--- config.mk ---
export PLATFORM = sky130hd
export DESIGN_NAME = fetch_stage
export DESIGN_NICKNAME = d
export VERILOG_FILES = /design/src/rtl/fetch_stage.sv
export SDC_FILE = /design/constraint.sdc
export NUM_CORES = 1
export LEC_CHECK = 0
export ABC_AREA = 1
export CORE_ASPECT_RATIO = 0.6
export CORE_MARGIN = 2
export CORE_UTILIZATION = 30
export DETAILED_ROUTE_END_ITERATION = 6
export PLACE_DENSITY = 0.51
export SLEW_MARGIN = 30
export SYNTH_ARGS = -nofsm -noshare
export SYNTH_HDL_FRONTEND = slang
export SYNTH_SLANG_ARGS = --single-unit
--- constraint.sdc ---
create_clock -name clk -period 1.7 [get_ports clk]
set_input_delay 0.34 -clock clk [delete_from_list [all_inputs] [get_ports clk]]
set_output_delay 0.34 -clock clk [all_outputs]
set_load 0.1 [all_outputs]
--- src/rtl/fetch_stage.sv ---
// fetch_stage
// -----------------------------------------------------------------------------
// Instruction-fetch stage of the 5-stage MIPS pipeline. Owns the PC, the
// instruction-memory request/response handshake, branch/jump redirects and
// the F/D pipeline register feeding decode. Tolerates variable-latency memory,
// buffers a returned word while the pipeline is stalled, and discards the
// wrong-path response that is still in flight when a redirect arrives.
//
// Ports:
//   clk, reset_n           clock; synchronous active-low reset
//   pc_enab                hazard unit: PC may advance / redirect accepted
//   enab_FD, flush_FD      hazard unit: F/D load enable, bubble insertion
//   pc_src_D, pc_branch_D  decode: branch taken and its target
//   jump_D, pc_jump_D      decode: jump and its target (wins over branch)
//   imem_req, imem_addr    fetch request and address (address == pc_F)
//   imem_ready, imem_rdata memory response strobe and instruction word
//   instr_D, pc_plus4_D    F/D register contents
//   valid_D                F/D holds a real instruction (0 = bubble)
//   imem_stall             fetch is waiting on memory (informational)
// -----------------------------------------------------------------------------
module fetch_stage #(
  parameter logic [31:0] RESET_PC = 32'h0000_0000
) (
  input  logic        clk,
  input  logic        reset_n,
  input  logic        pc_enab,
  input  logic        enab_FD,
  input  logic        flush_FD,
  input  logic        pc_src_D,
  input  logic [31:0] pc_branch_D,
  input  logic        jump_D,
  input  logic [31:0] pc_jump_D,
  output logic        imem_req,
  output logic [31:0] imem_addr,
  input  logic        imem_ready,
  input  logic [31:0] imem_rdata,
  output logic [31:0] instr_D,
  output logic [31:0] pc_plus4_D,
  output logic        valid_D,
  output logic        imem_stall
);

  localparam logic [1:0] ST_REQ   = 2'd0;
  localparam logic [1:0] ST_HOLD  = 2'd1;
  localparam logic [1:0] ST_DRAIN = 2'd2;

  logic [1:0]  state;
  logic [31:0] pc_F;
  logic [31:0] redirect_pc;
  logic [31:0] hold_buf;

  logic        redirect;
  logic [31:0] target;
  logic [31:0] pc_plus4_F;
  logic [31:0] pc_next_seq;
  logic        fetch_ready;
  logic [31:0] fetch_word;

  assign redirect    = pc_enab & (jump_D | pc_src_D);
  assign target      = jump_D ? pc_jump_D : pc_branch_D;
  assign pc_plus4_F  = pc_F + 32'd4;
  assign pc_next_seq = redirect ? target : pc_plus4_F;

  // A word is available either straight off the bus or from the hold buffer;
  // a DRAIN response is wrong-path and never counts.
  assign fetch_ready = ((state == ST_REQ) & imem_ready) | (state == ST_HOLD);
  assign fetch_word  = (state == ST_HOLD) ? hold_buf : imem_rdata;

  assign imem_addr = pc_F;

  always_comb begin
    imem_req   = 1'b0;
    imem_stall = 1'b0;
    if (reset_n) begin
      case (state)
        ST_REQ: begin
          imem_req   = 1'b1;
          imem_stall = ~imem_ready;
        end
        ST_DRAIN: begin
          imem_req   = 1'b1;
          imem_stall = 1'b1;
        end
        default: begin
          imem_req   = 1'b0;
          imem_stall = 1'b0;
        end
      endcase
    end
  end

  // Fetch control: PC, request state, redirect target, hold buffer
  always_ff @(posedge clk) begin
    if (!reset_n) begin
      state       <= ST_REQ;
      pc_F        <= RESET_PC;
      redirect_pc <= 32'd0;
      hold_buf    <= 32'd0;
    end else begin
      case (state)
        ST_REQ: begin
          if (imem_ready) begin
            if (pc_enab) begin
              pc_F <= pc_next_seq;
            end else begin
              hold_buf <= imem_rdata;
              state    <= ST_HOLD;
            end
          end else if (redirect) begin
            // Request must stay stable until answered, so remember the target
            // and throw away the response when it comes.
            redirect_pc <= target;
            state       <= ST_DRAIN;
          end
        end
        ST_HOLD: begin
          if (pc_enab) begin
            pc_F  <= pc_next_seq;
            state <= ST_REQ;
          end
        end
        ST_DRAIN: begin
          if (imem_ready) begin
            pc_F  <= redirect ? target : redirect_pc;
            state <= ST_REQ;
          end else if (redirect) begin
            redirect_pc <= target;
          end
        end
        default: state <= ST_REQ;
      endcase
    end
  end

  // F/D pipeline register boundary
  always_ff @(posedge clk) begin
    if (!reset_n) begin
      instr_D    <= 32'd0;
      pc_plus4_D <= 32'd0;
      valid_D    <= 1'b0;
    end else if (enab_FD) begin
      if (flush_FD || !fetch_ready) begin
        instr_D    <= 32'd0;
        pc_plus4_D <= 32'd0;
        valid_D    <= 1'b0;
      end else begin
        instr_D    <= fetch_word;
        pc_plus4_D <= pc_plus4_F;
        valid_D    <= 1'b1;
      end
    end
  end

endmodule

## Yosys cells after proc, flatten, opt, wreduce, memory -nomap -nowiden

Cells that the tools add are included.

- Register bits after elaboration: 163
- Input port bits: 104
- Output and inout port bits: 99

- Add/sub/neg operators: 1
- Equality and inequality tests: 7
- Muxes and demuxes: 21
- Bitwise logic cells: 6
- Reductions and logical operators: 9

Operator list:

| kind | count |
|---|---|
| $mux W32 | 9 |
| $pmux W32 S3 | 1 |
| $add A32 B3 Y32 const B | 1 |
| $mux W2 | 5 |
| $ne A2 B2 Y1 const B | 3 |
| $ne A3 B3 Y1 const B | 2 |
| $pmux W2 S3 | 1 |
| $reduce_and A3 Y1 | 2 |
| $mux W1 | 4 |
| $reduce_and A4 Y1 | 1 |
| $reduce_bool A3 Y1 | 1 |
| $and A1 B1 Y1 | 2 |
| $eq A2 B1 Y1 const B | 1 |
| $eq A2 B2 Y1 const B | 1 |
| $logic_not A2 Y1 | 1 |
| $not A1 Y1 | 2 |
| $or A1 B1 Y1 | 2 |
| $pmux W1 S2 | 1 |
| $reduce_and A2 Y1 | 1 |
| $reduce_or A2 Y1 | 1 |
| $logic_not A1 Y1 | 1 |
| $logic_or A1 B1 Y1 | 1 |

## Longest topological paths before layout

Gate-level depths: netlist (run 1).

- Depth in word-level cells: 6
- Depth in mapped cells: 10

## Worst setup path before layout (run 1)

Ideal clock, no wire load.

- Kind: input to output
- Start: input reset_n
- End: output imem_stall
- Data arrival time: 2,579 ps
- Data required time: 1,360 ps
- Path slack: -1,219 ps
- Stages on the path: 3
- Path through: inv_2 -> nor2_1 -> and2_1

- Word-level cells in the longest chain between the ends: 1

Ends and longest elaborated chain:

| what | line | source |
|---|---|---|
| from (decl) | 25 | `input logic reset_n,` |
| $mux W1 | 74 | `if (reset_n) begin` |
| to (decl) | 40 | `output logic imem_stall` |

Every way passes these cells.

## Final worst setup path (run 1)

- Start: register state[0]
- End: register pc_F[21], in the netlist imem_addr[21]

- Word-level cells in the longest chain between the ends: 3
- Elaborated cells between the ends (all ways): 8
- Classes of those cells: eq/ne (4); mux (1); reduce/logical (3)

Ends and longest elaborated chain:

| what | line | source |
|---|---|---|
| from (decl) | 47 | `logic [1:0] state;` |
| from (signal assigned) | 95 | `state <= ST_REQ;` |
| from (signal assigned) | 107 | `state <= ST_HOLD;` |
| from (signal assigned) | 113 | `state <= ST_DRAIN;` |
| $eq A2 B2 Y1, or another cell as far along | 100 | `case (state)` |
| $ne A2 B2 Y1 (no line) / $reduce_bool A3 Y1 (equally long branches) | -- |  |
| $reduce_and A3 Y1 (no line) | -- |  |
| to (signal assigned) | 104 | `pc_F <= pc_next_seq;` |
| to (signal assigned) | 118 | `pc_F <= pc_next_seq;` |
| to (signal assigned) | 124 | `pc_F <= redirect ? target : redirect_pc;` |
| to (decl) | 48 | `logic [31:0] pc_F;` |

Parallel ways exist; a longest one is shown, timed or not.
A chain may end at the register's enable or synchronous reset.

==> results.cfg, run 1 <==
[timing]
tns_ns = 0
finalClockSkew_ns = 0.00886
post-route-period-util = 0.966
fmax_mhz = 609
drv_slew = 0
min_period_ns = 1.64
tightestPinTransition_ns = 0.607
slew_headroom = 0.591
finalSetupViolations = 0
rsz0062_at_grt = no
hold_slack_ns = 0.448
finalHoldViolCount = 0

[yosys]
netlist_area_sq_mm = 0.00783
synth_warnings = 0
synth_top_cell_area_share = 0.417
seq_area_frac_synth = 0.417
yosysUniqueCellTypes = 40
synth_top_cell_by_area = dfxtp_1
ys_seq_elements = 163
async_reset_ff_frac = 0
netlist_top_cells_area = dfxtp_1, nand2_1, a21oi_1
synth_nets = 1268
synthFlopType = dfxtp_1
netlist_instances = 1163
avgSynthCellArea_sq_um = 6.73
synth_edf_count = 0

[clock_tree]
clock_path_buffers = 2
hold_buffers = 0
numCtsBuffers = 17
insertion_delay_ns = 0.45
htreeDepth = 4
clk_pin_slew_ns = 0.07
root_buffer = clkbuf_16
clkSinkCount = 163
cts_tree = done

[worst_hold_path]
hold_path_class = register to register

[placement]
port_buffers = 202
placed_cell_area_sq_mm = 0.0117
place_congestion = 0.894
place_hpwl_mm = 20.5

[run_status]
status = finished, final reports clean

[cells_and_area]
fillers = 2524
final_layout_size_suffix_gt1_frac = 0.207
num_antenna_cells = 0
stdcell_area_sq_mm = 0.0124
areaGrowthSynthToFinish_pct = 59.0
nets = 1500

[power]
power_frac_clock = 0.363
seq_power_share = 0.385
p_int_mw = 7.56
switchingPower_mw = 3.59
ir_worst_vdd_v = 0.000726
leakage_nw = 4.97
pwr-share-comb = 0.252
switching_share = 0.322
power.density_mw_per_mm2 = 896

[critical_path]
cp-end-kind = register
regToRegStartpoint = state[0]
critical_path_required_ns = 2.03
cp-start-kind = register
crit_start = state[0]
cp_max_fo = 24
arrival_ns = 1.97
crit_path_end = imem_addr[21]
reg2reg_slack_ns = 0.06
criticalPathCategory = register to register
worstRegToRegCells = 9
timing.rr.end = imem_addr[21]

[global_routing]
grt_usage = 0.205
met2_usage = 0.272
grt_antenna_before_repair = 0
grt_pass1_wl_mm = 43.0
gr-total-overflow = 0
grt_pass1_vias = 7455
grt_max_degree = 89
met1_usage = 0.325
busiest_layer = met1
grt_util_met3 = 0.0470

[route]
first_pass_iters = 7
vias = 8260
first_iter_violations = 622
ant_nets = 0
drc_errors = 0
wl_mm = 27.6
routed_via_density = 4.70
wl_per_cell_um = 15.7

[die]
ioPinCount = 203
coreArea_sq_mm = 0.0254
initial_core_util = 0.308
die_w_um = 213
die_h_um = 129
die_area_sq_mm = 0.0274
rows = 45

[flow_run]
maxCapViolations = 0
==> layout make-up <==
class / count / area, sq um / share of cell area
sequential: 163 / 3320 / 0.267
clock buffer: 22 / 474 / 0.0381
tap: 352 / 440 / 0.0354
inverter: 93 / 360 / 0.0290
multi-input combinational: 839 / 4010 / 0.322
clock inverter: 9 / 128 / 0.0103
timing repair buffer: 281 / 3710 / 0.298
==> timing repair <==
item	in CTS	in global routing
buffers inserted	4	1
pin swaps	1	4
endpoints found under the hold margin	0	0
setup endpoints to repair	1	65
resized for setup	5	33
==> power by group through the flow <==
stage	Clock, mW	Sequential (mW)	Combinational (mW)
after floorplan	0	5.03	0.841
after global placement	0	4.37	2.77
after detailed placement	0	4.37	2.78
after CTS	4.16	4.28	2.80
after global routing	4.30	4.31	3.00
final	4.05	4.29	2.81
==> layer usage <==
| layer | wire [um] | part of all wire |
|---|---|---|
| met1 | 14900 | 0.54 |
| met2 | 10600 | 0.38 |
| met3 | 1860 | 0.067 |
| met4 | 283 | 0.010 |
| met5 | 0 | 0 |
==> cells in the mapped netlist, types with 8 or more instances <==
master,count
xor2_1,8
o21ai_0,111
inv_2,9
inv_1,82
nor2_1,92
nand2_1,370
clkbuf_1,33
buf_2,23
o21a_1,18
a21oi_1,150
dfxtp_1,163
nand3_1,25
==> per-stage QoR <==
| step | util | setup slack (ns) | power, mW | std cells |
|---|---|---|---|---|
| floorplan | - | 0.00484 | 5.87 | 1163 |
| global placement | 0.459 | -0.365 | 7.14 | 1724 |
| detailed placement | 0.459 | -0.410 | 7.15 | 1724 |
| CTS | 0.485 | 0.0120 | 11.2 | 1759 |
| global route | 0.489 | 0.00466 | 11.6 | 1759 |
| finish | 0.489 | 0.0574 | 11.1 | 1759 |
==> sequential cells by signal (all words and copies together) (netlist names) <==
signal	flops
pc_plus4_D	32
valid_D	1
redirect_pc	32
hold_buf	32
imem_addr	32
instr_D	32
state	2
==> critical path, cell delays in order (launching register included) <==
cell     delay (ns)
dfxtp_4        0.34
buf_4          0.15
inv_2          0.09
o21ai_2        0.09
a21oi_4        0.14
buf_12         0.16
buf_12         0.16
nand2_1        0.07
a21oi_1        0.22
a21oi_1        0.11
==> worst min path at each step <==
stage | start | endpoint | slack [ns] | cells past startpoint
6_report | hold_buf[8] | hold_buf[8] | 0.45 | 2
5_1_grt | redirect_pc[24] | redirect_pc[24] | 0.47 | 2
4_1_cts | reset_n | imem_addr[18] | 0.43 | 4
3_3_place_gp | hold_buf[2] | hold_buf[2] | 0.43 | 2
3_5_place_dp | redirect_pc[24] | redirect_pc[24] | 0.44 | 2
2_1_floorplan | redirect_pc[1] | redirect_pc[1] | 0.42 | 2
==> logic make-up after synthesis <==
group	Yosys count	synth area share
and+or+nand+nor	511	0.261
adders and majority gates	1	0.00160
AOI/OAI and AO/OA	305	0.208
buffers and inverters	161	0.0860
xor gates and xnor gates	15	0.0168
muxes	7	0.00943
DFF	163	0.417
==> cell usage in the layout (no fill, tap or decap), types with 5 or more instances in the layout <==
master           instances
o21ai_0                110
nand2_2                  7
dfxtp_2                 23
nor2_2                   6
clkinv_2                 5
dfxtp_4                  8
nand3b_1                 6
dfxtp_1                132
xnor2_1                  6
a21oi_1                149
inv_1                   81
o22ai_1                  7
nor2_4                   9
nor2_1                  87
clkdlybuf4s50_1        100
buf_4                   69
nand2_1                364
buf_12                 108
nand3_1                 25
inv_2                    7
a31oi_1                  5
clkbuf_16               17
o21a_1                  18
o21ai_1                  6
Power figures use the tool's default switching activity.
==> inputs of run 2 (changes only) <==
--- a/config.mk
+++ b/config.mk
@@ -6,6 +6,7 @@
 export NUM_CORES = 1
 export LEC_CHECK = 0
 export ABC_AREA = 1
+export CAP_MARGIN = 15
 export CORE_ASPECT_RATIO = 0.6
 export CORE_MARGIN = 2
 export CORE_UTILIZATION = 30
==> results of run 2 <==
The final DEF is identical to that of run 1; final timing and power are the same.
==> inputs of run 3 (changes only) <==
==> constraint.sdc (replaced) <==
create_clock -name clk -period 2.1 [get_ports clk]
set_input_delay 0.42 -clock clk [delete_from_list [all_inputs] [get_ports clk]]
set_output_delay 0.42 -clock clk [all_outputs]
set_load 0.1 [all_outputs]
==> run 3 against run 2 <==
Die area stayed put. Clock-buffer cell count shrank 4. First-iteration DRC count down 0.32%. Register-to-register slack better by 0.11 ns. Worst setup slack better by 0.11 ns. Sequential power decreased by 20%. Clock power shrank 27%. Utilization shrank 5.7 points.
==> results.cfg, run 3 (synthesis gave the netlist of run 1 again) <==
[run_status]
status = finished, final reports clean

[cells_and_area]
ff_latch_area_sq_mm = 0.00327
final_common_cell = nand2_1
multiInputGateArea_sq_mm = 0.00390
fillers = 2723
stdcell_count = 1732
areaGrowthSynthToFinish_pct = 40.4
post-route-util = 0.432
mostFrequentLayoutCells = nand2_1, dfxtp_1, a21oi_1, buf_4, o21ai_0
stdcell_area_sq_mm = 0.0110
num_antenna_cells = 0
final_layout_size_suffix_gt1_frac = 0.159
nets = 1472

[timing]
post-route-period-util = 0.918
setup_slack_ns = 0.172
rsz0062_at_grt = no
fmax_mhz = 519
tightestPinTransition_ns = 0.739
tns_ns = 0
finalClockSkew_ns = 0.0112
finalHoldViolCount = 0
min_period_ns = 1.93
hold_slack_ns = 0.446
drv_slew = 0
finalSetupViolations = 0
slew_headroom = 0.507

[global_routing]
grt_pass1_vias = 7183
grt_pass1_wl_mm = 42.3
gr-total-overflow = 0
grt_antenna_before_repair = 0
grt_max_degree = 89
grt_usage = 0.202

[clock_tree]
insertion_delay_ns = 0.45
htreeDepth = 4
post-cts-setup-buffer-count = 0
clkSinkCount = 163
clock_path_buffers = 2
hold_buffers = 0
cts-resized-gates = 0
cts_tree = done
clk_pin_slew_ns = 0.07
numCtsBuffers = 17
root_buffer = clkbuf_16

[critical_path]
arrival_ns = 2.30
criticalPathCategory = register to register
critical_path_required_ns = 2.47
cp-start-kind = register
cp-end-kind = register
cp_max_fo = 7

[placement]
port_buffers = 202
dpl_worst_slack_ns = -0.0368
place_congestion = 0.875
placed_cell_area_sq_mm = 0.0104
place_hpwl_mm = 20.3
dpl.cell_count = 1700

[die]
coreArea_sq_mm = 0.0254
initial_core_util = 0.308
rows = 45
die_w_um = 213
ioPinCount = 203
die_area_sq_mm = 0.0274
die_h_um = 129

[route]
routed_via_density = 4.65
ant_nets = 0
wl_per_cell_um = 15.9
drc_errors = 0
wl_mm = 27.5
first_pass_iters = 5
first_iter_violations = 620
vias = 8055

[power]
power.density_mw_per_mm2 = 771
ir_worst_vdd_v = 0.000554
power_mw = 8.48
leakage_nw = 4.51

[flow_run]
maxCapViolations = 0

[worst_hold_path]
hold_path_class = register to register
[run 3: changes by cell type in the layout (fill, tap and decap cells not counted), moves of 5 or more]
cell / previous run / this run
buf_4: 69 / 123
buf_12: 108 / 27
nand2_1: 364 / 370
dfxtp_4: 8 / 0
dfxtp_2: 23 / 2
dfxtp_1: 132 / 161
nand2_2: 7 / 2
[run 3: final cells by class]
class / instances / share of cell area
flip-flops and latches: 163 / 0.297
well taps: 352 / 0.0401
repair buffers: 253 / 0.226
clock buffers: 18 / 0.0400
clock inverters: 14 / 0.00968
inverters: 93 / 0.0321
multi-input cells: 839 / 0.355
[run 3: path summary, 6_finish.rpt]
kind                                startpoint        endpoint  slack (ns)  depth (start not counted)
worst min register to register  redirect_pc[0]  redirect_pc[0]        0.45                          2
worst min-delay path            redirect_pc[0]  redirect_pc[0]        0.45                          2
worst max register to register    imem_addr[2]   imem_addr[18]        0.17                          8
worst max-delay path              imem_addr[2]   imem_addr[18]        0.17                          8
[run 3: power by group]
| group | internal [mW] | switching, mW | total [mW] |
|---|---|---|---|
| Clock | 1.55 | 1.41 | 2.97 |
| Sequential | 3.27 | 0.166 | 3.43 |
| Combinational | 0.706 | 1.37 | 2.08 |
[run 3: critical path, stage by stage (launching register included)]
cell and delay [ns]:
dfxtp_2 0.38, ha_1 0.20, nand2_1 0.11, nor2_4 0.17, nand2_2 0.12, nor2_4 0.24, xor2_1 0.24, nand2_1 0.21
a21oi_1 0.18
[run 3: routing by layer]
metal / vias up / part of all wire / GRT usage
met5: - / 0 / 0
met4: 0 / 0.0079 / 0.0415
met3: 15 / 0.072 / 0.0490
met2: 257 / 0.37 / 0.253
met1: 3624 / 0.55 / 0.334
li1: 4159 / - / -
==> variant: new RTL, flow settings as in run 1 <==
Reset style: asynchronous (`reset_n`), changed in 2 clocked blocks. Comments in the files are not updated.
--- a/src/rtl/fetch_stage.sv
+++ b/src/rtl/fetch_stage.sv
@@ -90,7 +90,7 @@
   end
 
   // Fetch control: PC, request state, redirect target, hold buffer
-  always_ff @(posedge clk) begin
+  always_ff @(posedge clk or negedge reset_n) begin
     if (!reset_n) begin
       state       <= ST_REQ;
       pc_F        <= RESET_PC;
@@ -133,7 +133,7 @@
   end
 
   // F/D pipeline register boundary
-  always_ff @(posedge clk) begin
+  always_ff @(posedge clk or negedge reset_n) begin
     if (!reset_n) begin
       instr_D    <= 32'd0;
       pc_plus4_D <= 32'd0;
Behaviour: differs if reset_n is asserted again (counterexample within 4 cycles, from zero or initial values and one cycle with reset_n low); with reset_n held inactive, the same outputs for 4 cycles.
==> variant against run 1 <==
- the run now ends with negative setup slack left
- setup slack worse by 0.14 ns
- design area rose by 12%
- sequential cell count unchanged
- wire length is 7.3% higher
- synthesized area rose by 5.3%
- count of clock-buffer cells in the layout fell by 3
- critical endpoint is now imem_stall
Power is not compared: it rests on default switching activity, and its combinational part moved more than twofold at a synthesized area within 25%.
==> variant: results (changes against run 1) <==
----------------------------------------------------
[Outcome]
  Status ... finished with violations
  Violated checks ... negative setup slack

[Placed design]
  Number of placed instances, taps included ... 1627 (-5.6%)
  GP Congestion ... 0.868 (-2.9%)
  DPL Wire Length ... 22100 um (+8.2%)

[STA]
  Post-route setup TNS ... -0.333 ns (-0.333 ns)
  Worst Clk Skew ... 0.0123 ns (+0.00347 ns)
  Final Worst Setup Slack ... -0.0784 ns (-0.136 ns)
  Setup violators final ... 9 (+9)
  Slew @ Worst Pin ... 0.531 ns (-0.0763 ns)

[Critical path]
  Data arrival time at the worst-slack endpoint ... 1.44 ns (-0.53 ns)
  Launching instance or port of the critical path ... state[0]
  Critical Path Fanout Max ... 4 (-83%)
  Crit Reg-Reg Startpoint ... imem_addr[3]

[Synthesis]
  Mapped Cells ... 1004 (-14%)
  Leading post-synthesis cells by cell area ... sky130_fd_sc_hd__dfrtp_1 (49%), sky130_fd_sc_hd__nand2_1 (13%), sky130_fd_sc_hd__o21ai_0 (6.7%), sky130_fd_sc_hd__inv_1 (3.8%), sky130_fd_sc_hd__nor2_1 (3.2%)
  Flip-flop cell with the highest count after synthesis ... sky130_fd_sc_hd__dfrtp_1
  Commonest cells post-synth ... sky130_fd_sc_hd__nand2_1 (286), sky130_fd_sc_hd__dfrtp_1 (163), sky130_fd_sc_hd__o21ai_0 (111)
  Number of warning messages in the yosys log ... 0 (unchanged)
  Share of flip-flops with an asynchronous set or reset ... 100% (+100 points)
  Netlist cell types ... 43 (+7.5%)
  Sequential cell area fraction in the yosys report ... 49.5% (+7.8 points)
  Net count after synthesis ... 1109 (-13%)

[Worst hold path]
  Type of the most critical hold path ... input pin to async pin

[Global route]
  First-pass GRT wire length ... 44600 um (+3.7%)
  Maximum number of pins on one net before global-route repair ... 95 (+6.7%)
  Combined global-route utilization of all metal layers ... 20.6% (+0.080 points)

[Final layout]
  Share of cells above drive strength 1 ... 31.9% (+11 points)
  FILL cells ... 2492 (-1.3%)
  Final-stage net count ... 1407 (-6.2%)

[Drt]
  Vias per cell ... 4.72 (+0.53%)
  Routed len/inst ... 17.7 um (+13%)
  DR vias ... 7907 (-4.3%)
  Drt first pass iters ... 5 (-2)
  DR iter-0 viols ... 589 (-5.3%)

[Clock tree]
  Depth of the CTS H-tree ... 4 (unchanged)

[Pwr]
  Static power due to leakage ... 6.48 nW

----------------------------------------------------
## variant: changes by cell type in the layout (fill, tap and decap cells not counted), moves of 26 or more
cell,run 1,this run
sky130_fd_sc_hd__nor2_1,87,58
sky130_fd_sc_hd__buf_4,69,95
sky130_fd_sc_hd__nand2_1,364,258
sky130_fd_sc_hd__a21oi_1,149,23
sky130_fd_sc_hd__dfxtp_1,132,0
sky130_fd_sc_hd__dfrtp_1,0,134
## variant: timing repair
action / 4_1_cts / 5_1_grt
hold buffers: 1 / 0
buffers inserted: 4 / 10
gates cloned: 0 / 2
pin swaps: 6 / 29
resized for setup: 25 / 121
endpoints found under the setup margin: 24 / 90
hold endpoints to repair: 23 / 0
## variant: report_power, final
group / total, mW / internal (mW) / switching [mW]
clock: 4.02 / 2.27 / 1.75
sequential: 5.66 / 4.77 / 0.883
combinational: 9.79 / 3.73 / 6.06
## variant: per-layer routing
| metal | part of all wire (%) | track usage (%) |
|---|---|---|
| met1 | 52 | 32.9 |
| met2 | 39 | 26.1 |
| met3 | 8.3 | 6.85 |
| met4 | 0.82 | 3.85 |
| met5 | 0 | 0 |
## variant: kinds of logic (layout without fill, tap and decap cells)
group,Yosys count,after routing,share of synthesized area (%)
compound gates,212,212,15.3
simple gates,438,438,22.1
mux,32,32,4.08
buf+inv,144,455,7.41
xor+xnor,14,14,1.49
fa+ha+maj,1,1,0.152
flops,163,163,49.5
## variant: per-stage QoR
stage	area, um^2	total power, mW	utilization, %	setup slack (ns)	hold slack (ns)
2_1_floorplan	8350	10.7	-	-0.0168	0.0444
3_3_place_gp	12600	14.8	47.1	-0.606	0.461
3_5_place_dp	12600	14.9	47.1	-0.623	0.468
4_1_cts	13300	19.0	49.9	-0.154	0.0379
5_1_grt	13900	20.3	52.1	-0.144	0.0491
6_report	13900	19.5	52.1	-0.0784	0.00688
## variant: layout make-up
cell class | instances | share of cell area (%)
inverters | 89 | 2.45
flip-flops and latches | 163 | 29.7
repair buffers | 334 | 31.0
multi-input cells | 697 | 29.3
well taps | 360 | 3.24
clock buffers | 19 | 3.25
clock inverters | 13 | 1.07
## variant: final timing paths
kind,to,slack (ns),depth (start not counted)
worst max-delay path,imem_stall,-0.08,3
worst min-delay path,imem_addr[1],0.007,2
worst max register to register,pc_plus4_D[28],-0.06,12
worst min register to register,hold_buf[19],0.48,2
max in group asynchronous,imem_addr[5],0.53,3
min in group clk,state[0],0.44,5
## variant: worst max-delay path, stage by stage (launching register included)
cell and delay, ns:
sky130_fd_sc_hd__dfrtp_2 0.44, sky130_fd_sc_hd__buf_6 0.13, sky130_fd_sc_hd__a211oi_4 0.21, sky130_fd_sc_hd__buf_12 0.21
